$ cat src/rtl/mem_port_arbiter.sv
// -----------------------------------------------------------------------------
// mem_port_arbiter
//
// Shares the single synchronous-read data-memory port between the multicycle
// core (requester 0, read/write) and the display/keyboard refresh reader
// (requester 1, read-only). One requester is granted per cycle. Read data comes
// back one cycle after the grant and is tagged to the requester that issued it.
//
// The core normally has priority. While both requesters contend, the display
// is allowed to lose STARVE_LIMIT times. After that it takes priority for a
// burst of up to BURST_LEN consecutive grants, and then priority returns to
// the core.
//
// Ports
//   clk, reset                 system clock, synchronous active-high reset
//   cpu_req/we/addr/wdata      core request
//   cpu_gnt                    core owns the port this cycle (combinational)
//   cpu_rvalid/rdata           core read return, one cycle after a read grant
//   disp_req/addr              display read request
//   disp_gnt                   display owns the port this cycle (combinational)
//   disp_rvalid/rdata          display read return, one cycle after the grant
//   mem_addr/we/wdata          muxed memory request
//   mem_rdata                  memory read data, valid the cycle after address
//   conflict_cnt               saturating count of cycles with both requests
//
// state        | meaning
// -------------+-------------------------------------------------------------
// S_CPU_PRI    | core has priority; wait_cnt counts display losses under
//              | contention
// S_DISP_BURST | display has priority; burst_cnt counts display grants in
//              | the current burst
// -----------------------------------------------------------------------------
module mem_port_arbiter #(
    parameter int AW           = 32,
    parameter int DW           = 32,
    parameter int STARVE_LIMIT = 4,
    parameter int BURST_LEN    = 2,
    parameter int CW           = 16
) (
    input  logic          clk,
    input  logic          reset,

    input  logic          cpu_req,
    input  logic          cpu_we,
    input  logic [AW-1:0] cpu_addr,
    input  logic [DW-1:0] cpu_wdata,
    output logic          cpu_gnt,
    output logic          cpu_rvalid,
    output logic [DW-1:0] cpu_rdata,

    input  logic          disp_req,
    input  logic [AW-1:0] disp_addr,
    output logic          disp_gnt,
    output logic          disp_rvalid,
    output logic [DW-1:0] disp_rdata,

    output logic [AW-1:0] mem_addr,
    output logic          mem_we,
    output logic [DW-1:0] mem_wdata,
    input  logic [DW-1:0] mem_rdata,

    output logic [CW-1:0] conflict_cnt
);

    localparam int WW = $clog2(STARVE_LIMIT + 1);
    localparam int BW = $clog2(BURST_LEN + 1);

    localparam logic [WW-1:0] WAIT_MAX  = WW'(STARVE_LIMIT);
    localparam logic [BW-1:0] BURST_MAX = BW'(BURST_LEN);

    typedef enum logic {
        S_CPU_PRI    = 1'b0,
        S_DISP_BURST = 1'b1
    } state_t;

    state_t        state;
    state_t        state_n;
    logic [WW-1:0] wait_cnt;
    logic [WW-1:0] wait_n;
    logic [WW-1:0] wait_eff;
    logic [BW-1:0] burst_cnt;
    logic [BW-1:0] burst_n;
    logic          gnt_c;
    logic          gnt_d;
    logic          cpu_rvalid_q;
    logic          disp_rvalid_q;
    logic          both_req;

    assign both_req = cpu_req & disp_req;

    // Arbitration decision and next-state values. Only request inputs and
    // arbiter state feed the grants; memory read data never does.
    always_comb begin
        gnt_c    = 1'b0;
        gnt_d    = 1'b0;
        state_n  = state;
        wait_n   = wait_cnt;
        burst_n  = burst_cnt;
        wait_eff = wait_cnt;

        if (state == S_DISP_BURST && disp_req && burst_cnt < BURST_MAX) begin
            gnt_d   = 1'b1;
            burst_n = burst_cnt + BW'(1);
        end else begin
            // Leaving a burst hands priority straight back to the core in the
            // same cycle, as if the display had not been waiting at all.
            if (state == S_DISP_BURST) begin
                wait_eff = '0;
            end
            state_n = S_CPU_PRI;
            burst_n = '0;
            if (both_req) begin
                if (wait_eff >= WAIT_MAX) begin
                    gnt_d   = 1'b1;
                    burst_n = BW'(1);
                    wait_n  = '0;
                    state_n = S_DISP_BURST;
                end else begin
                    gnt_c  = 1'b1;
                    // wait_eff < WAIT_MAX here, so the increment saturates at
                    // WAIT_MAX without an explicit clamp.
                    wait_n = wait_eff + WW'(1);
                end
            end else begin
                gnt_c  = cpu_req;
                gnt_d  = disp_req;
                wait_n = '0;
            end
        end
    end

    assign cpu_gnt  = gnt_c & ~reset;
    assign disp_gnt = gnt_d & ~reset;

    always_ff @(posedge clk) begin
        if (reset) begin
            state         <= S_CPU_PRI;
            wait_cnt      <= '0;
            burst_cnt     <= '0;
            cpu_rvalid_q  <= 1'b0;
            disp_rvalid_q <= 1'b0;
            conflict_cnt  <= '0;
        end else begin
            state         <= state_n;
            wait_cnt      <= wait_n;
            burst_cnt     <= burst_n;
            cpu_rvalid_q  <= gnt_c & ~cpu_we;
            disp_rvalid_q <= gnt_d;
            if (both_req && conflict_cnt != {CW{1'b1}}) begin
                conflict_cnt <= conflict_cnt + CW'(1);
            end
        end
    end

    // A read granted in the last cycle before reset would otherwise show its
    // rvalid during the reset cycle; reset suppresses it.
    assign cpu_rvalid  = cpu_rvalid_q & ~reset;
    assign disp_rvalid = disp_rvalid_q & ~reset;

    assign cpu_rdata  = cpu_rvalid  ? mem_rdata : '0;
    assign disp_rdata = disp_rvalid ? mem_rdata : '0;

    always_comb begin
        mem_addr  = '0;
        mem_we    = 1'b0;
        mem_wdata = '0;
        if (cpu_gnt) begin
            mem_addr  = cpu_addr;
            mem_we    = cpu_we;
            mem_wdata = cpu_wdata;
        end else if (disp_gnt) begin
            mem_addr = disp_addr;
        end
    end

endmodule

$ cat config.mk
export PLATFORM = sky130hd
export DESIGN_NAME = mem_port_arbiter
export DESIGN_NICKNAME = d
export VERILOG_FILES = /design/src/rtl/mem_port_arbiter.sv
export SDC_FILE = /design/constraint.sdc
export NUM_CORES = 1
export LEC_CHECK = 0
export ABC_AREA = 0
export ABC_CLOCK_PERIOD_IN_PS = 6500
export BUFFER_PORTS_ARGS = -buffer_cell sky130_fd_sc_hd__buf_2
export CELL_PAD_IN_SITES_DETAIL_PLACEMENT = 0
export CELL_PAD_IN_SITES_GLOBAL_PLACEMENT = 1
export CORE_AREA = 2 2 111 113
export DETAILED_ROUTE_END_ITERATION = 10
export DIE_AREA = 0 0 113 115
export GPL_TIMING_DRIVEN = 0
export PLACE_DENSITY_LB_ADDON = 0.1
export SKIP_LAST_GASP = 1
export SLEW_MARGIN = 20
export SYNTH_ARGS = -nofsm -noshare
export SYNTH_HDL_FRONTEND = slang
export SYNTH_SLANG_ARGS = --single-unit
$ cat constraint.sdc
create_clock -name clk -period 6.5 [get_ports clk]
set_input_delay 1.95 -clock clk [delete_from_list [all_inputs] [get_ports clk]]
set_output_delay 1.95 -clock clk [all_outputs]
set_load 0.01 [all_outputs]
## Word-level counts from Yosys, hierarchy flattened

Cells that the tools add are included.

- Register bits: 24
- Word-level logic and storage cells: 43

- $add $sub $neg: 3
- $lt $le $gt $ge: 2
- Equal/unequal tests: 1
- Muxes and demuxes: 20
- Bitwise logic cells: 8
- Reductions and logical operators: 3

Operators by type and width:

| cell | count |
|---|---|
| $mux W32 | 5 |
| $add A16 B1 Y16 const B | 1 |
| $ne A16 B16 Y1 const B | 1 |
| $mux W3 | 4 |
| $mux W1 | 10 |
| $and A1 B1 Y1 | 6 |
| $add A3 B1 Y3 const B | 1 |
| $ge A3 B3 Y1 const B | 1 |
| $logic_and A1 B1 Y1 | 3 |
| $add A2 B1 Y2 const B | 1 |
| $lt A2 B2 Y1 const B | 1 |
| $mux W2 | 1 |
| $not A1 Y1 | 2 |

## Logic depth before layout (Yosys ltp)

- Depth after elaboration: 10
- Depth in mapped cells: 7

## Worst setup path before layout

Ideal clock, no wire load.

- Path type: input port to output port
- Start point: input port reset
- End point: output port mem_addr[22]
- Arrival: 2.966 ns
- Required time: 4.550 ns
- Slack: 1.584 ns
- Stages: 4
- Buffers on the path: 1
- Cell sequence: nand2b_1 > a21oi_1 > clkbuf_1 > a22o_1

- Cells in the longest elaborated chain, start to end: 4

RTL lines:

| item | RTL line | source |
|---|---|---|
| start: declaration | 41 | `input logic reset,` |
| $not A1 Y1 | 133 | `assign disp_gnt = gnt_d & ~reset;` |
| $and A1 B1 Y1 | 133 |  |
| named net disp_gnt | 53 | `output logic disp_gnt,` |
| $mux W32 | 171 | `end else if (disp_gnt) begin` |
| $mux W32 | 167 | `if (cpu_gnt) begin` |
| end: declaration | 57 | `output logic [AW-1:0] mem_addr,` |

The timed path passes the listed nets, and every way through them passes these cells.

## Final worst setup path

- Start point: input port reset
- End point: output port mem_addr[13]

- Cells in the longest elaborated chain, start to end: 4

RTL lines:

| item | RTL line |
|---|---|
| $not A1 Y1 (*) | 132, 133 |
| $and A1 B1 Y1 | 133 |
| $mux W32 | 171 |
| $mux W32 (*) | 167 |

Mark *: on every way between the ends. The rest lies on a longest branch, timed or not.

==> flow_metrics.py <==
metrics = {
    "cts": {
        "cts.sinks": 24,
        "cts_tree": "yes",
        "cts_hold_buf": 0,
        "cts_made_buffers": 3,
        "cts_max_level": 1,
        "clock_tree.root_cell": "clkbuf_16",
        "clock_path_buffers": 2,
        "cts_setup_buffers": 0,
        "clk_pin_slew_ns": 0.06,
        "cts_resized": 0,
        "clk_latency_ns": 0.26,
    },
    "worst_setup_path": {
        "reg2reg_depth": 5,
        "crit_path_start_kind": "input port",
        "r2r-end": "conflict_cnt[12]$_SDFFE_PP0P_",
        "cp_data_required_time_ns": 4.55,
        "cp_max_fo": 10,
        "worstPathCellList": "buf_2 -> nand2b_1 -> a21oi_1 -> clkbuf_1 -> a22o_1 -> buf_2",
        "end_kind": "output pin",
        "ff2ff_setup_slack_ns": 4.55,
        "critPathTopFamily": "buffers and inverters",
        "cp_slowest_cell": "a21oi_1",
        "slowest_delay_ns": 0.43,
        "cp-startpoint": "reset",
        "critPathArrivalTime_ns": 3.50,
        "crit_type": "input port to output pin",
        "cp.depth": 6,
        "crit_buf_inv": 3,
        "path_common_cell": "buf_2",
        "crit-reg2reg-launch": "conflict_cnt[0]$_SDFFE_PP0P_",
    },
    "yosys": {
        "synth_warnings": 0,
        "synth.area.top_cells": "and2_1 29%, dfxtp_1 22%, a22o_1 13%",
        "synth_area_leader_cell": "and2_1",
        "synth_fa_ha_area_frac": 0.0117,
        "synth-simple-area-share": 0.479,
        "synth_cells": 287,
        "synth_nets": 422,
        "synth-async-reset-ratio": 0,
        "synthMuxAreaShare": 0.0204,
        "ys.flop_type": "dfxtp_1",
        "synth_top_family_by_area": "simple AND/OR/NAND/NOR gates",
        "synth-seq-cells": 24,
        "synth_commonest_cells": "101 x and2_1, 32 x a22o_1, 24 x dfxtp_1",
        "synth-compound-area-share": 0.221,
        "synth-seq-area-share": 0.224,
        "ys_types": 38,
        "synth_top_area_frac": 0.295,
        "syn-cell-area_mm2": 0.00214,
        "synth_edf_count": 0,
        "synth.most_common_cell": "and2_1",
        "postSynthAreaPerCell_um2": 7.47,
        "synth_xor_area_frac": 0,
    },
    "run_status": {
        "failed_checks": "DRC",
        "status": "finished with violations",
    },
    "floorplan": {
        "die_area_mm2": 0.0130,
        "die-height_um": 115,
        "core_area_mm2": 0.0118,
        "pin_count": 282,
        "num_rows": 40,
        "initial_core_util": 0.182,
        "die_w_um": 113,
    },
    "detailed_routing": {
        "drtIter0Drc": 181,
        "num_vias": 3164,
        "drt-pass1-iter-count": 10,
        "vias_per_cell": 4.41,
        "wl_per_cell_um": 16.6,
        "drc": 10,
        "ant_nets": 0,
        "wirelength_um": 11900,
    },
    "sta": {
        "setup_viol": 0,
        "max_freq_mhz": 183,
        "rsz0062_at_grt": "false",
        "final.setup.tns_ns": 0,
        "skew_ns": 0.00136,
        "report.final.slew_viol_count": 0,
        "max_slew_margin": 0.514,
        "timing.final.crit_share": 0.839,
        "worstMarginPinSlew_ns": 0.723,
        "period_needed_ns": 5.45,
        "hold_violations": 0,
    },
    "finish": {
        "antenna_cells": 0,
        "layout-drive-gt1-share": 0.524,
        "nets": 708,
        "multi_input_area_mm2": 0.00157,
        "area_growth_pct": 77.7,
        "n_fill_cell": 1361,
        "seq_area_um2": 480,
        "fin_util": 0.323,
    },
    "pwr": {
        "ir_drop_v": 0.0000759,
        "internal_power_uw": 297,
        "seq_power_share": 0.358,
        "p_leak_uw": 0.00216,
        "combinationalPowerShare": 0.319,
        "pwr-share-clk": 0.324,
        "p_per_area_mw_per_mm2": 110,
        "p_sw_frac": 0.290,
        "p_switching_uw": 121,
    },
    "global_routing": {
        "grt_pass1_vias": 2925,
        "antenna_found_initial": 0,
        "grt_usage": 0.165,
        "grt_max_degree": 13,
        "grt_pass1_wl_um": 16500,
        "gr-total-overflow": 0,
    },
    "worst_hold_path": {
        "hold_end": "burst_cnt[1]$_SDFF_PP0_",
        "min_path_type": "flip-flop to flip-flop",
        "hp-start": "burst_cnt[0]$_SDFF_PP0_",
        "whs_path_depth": 2,
    },
    "placement": {
        "place.gp.congestion": 0.860,
        "portBuffers": 281,
        "dp_hpwl_um": 10500,
    },
    "flow_run": {
        "cap_violations": 0,
    },
}
[layer usage]
| layer | wire length [um] | GRT usage | share of wire | vias up |
|---|---|---|---|---|
| li1 | - | - | - | 1584 |
| met4 | 34 | 0.0146 | 0.0028 | 0 |
| met1 | 4700 | 0.208 | 0.39 | 1433 |
| met3 | 1160 | 0.0390 | 0.097 | 2 |
| met5 | 0 | 0 | 0 | - |
| met2 | 6040 | 0.299 | 0.51 | 145 |
[cell type report]
cell class / instances / share of cell area
plain buffers: 22 / 0.0236
clock buffers: 3 / 0.0197
inverters: 1 / 0.000985
multi-input cells: 240 / 0.412
flip-flops and latches: 24 / 0.126
well taps: 147 / 0.0483
repair buffers: 281 / 0.369
[per-stage QoR]
stage | area [um2] | std cells | hold slack (ns) | total power (uW) | setup slack, ns
4_1_cts | 3810 | 718 | 0.436 | 424 | 1.04
6_report | 3810 | 718 | 0.432 | 418 | 1.05
2_1_floorplan | 2140 | 287 | 0.411 | 206 | 1.58
3_5_place_dp | 3730 | 715 | 0.428 | 288 | 1.04
5_1_grt | 3810 | 718 | 0.466 | 439 | 0.861
3_3_place_gp | 3730 | 715 | 0.423 | 286 | 1.06
[placed cells by master, fill, tap and decap left out, types with 2 or more instances in the layout]
master | synthesis | final
dfxtp_1 | 24 | 24
or3_1 | 3 | 3
o21ai_0 | 6 | 6
nor3_1 | 7 | 7
nand2_1 | 6 | 6
nor2_1 | 13 | 13
a211oi_1 | 2 | 2
or4_1 | 3 | 3
clkbuf_1 | 16 | 16
nor2b_1 | 9 | 9
nand3_1 | 6 | 6
clkbuf_16 | 0 | 3
o31ai_1 | 3 | 3
and3_1 | 2 | 2
and2_1 | 101 | 101
nor4_1 | 6 | 6
a22oi_1 | 2 | 2
buf_2 | 6 | 287
a31oi_1 | 2 | 2
ha_1 | 2 | 2
a21oi_1 | 12 | 12
nand4_1 | 5 | 5
or2_2 | 2 | 2
mux2_2 | 3 | 3
a22o_1 | 32 | 32
[worst register-to-register path, stage by stage, from the launching register on]
cell      delay, ns
dfxtp_1        0.41
ha_1           0.23
nand3_2        0.17
nor3_1         0.64
a21oi_1        0.15
a311oi_1       0.26
[logic make-up after synthesis]
logic type | Yosys count
and+or+nand+nor | 171
AOI/OAI and AO/OA | 63
DFF | 24
buffers and inverters | 23
muxes | 4
adders and majority gates | 2
[how the worst max path moves through the flow]
| stage | endpoint | slack (ns) |
|---|---|---|
| after floorplan | mem_addr[22] | 1.58 |
| after global placement | mem_addr[30] | 1.06 |
| after detailed placement | mem_addr[13] | 1.04 |
| after CTS | mem_addr[13] | 1.04 |
| after global routing | mem_addr[12] | 0.86 |
| final | mem_addr[13] | 1.05 |
[sequential cells by signal, summed over array words and instances (netlist names)]
name	flops
conflict_cnt	16
wait_cnt	3
burst_cnt	2
cpu_rvalid_q	1
disp_rvalid_q	1
state	1
[power groups by stage]
stage / clock network (uW) / logic [uW] / registers (uW)
after floorplan: 0 / 52.6 / 153
after global placement: 0 / 133 / 153
after detailed placement: 0 / 135 / 153
after CTS: 139 / 135 / 149
after global routing: 144 / 146 / 150
final: 135 / 133 / 149
Power figures use the tool's default switching activity.
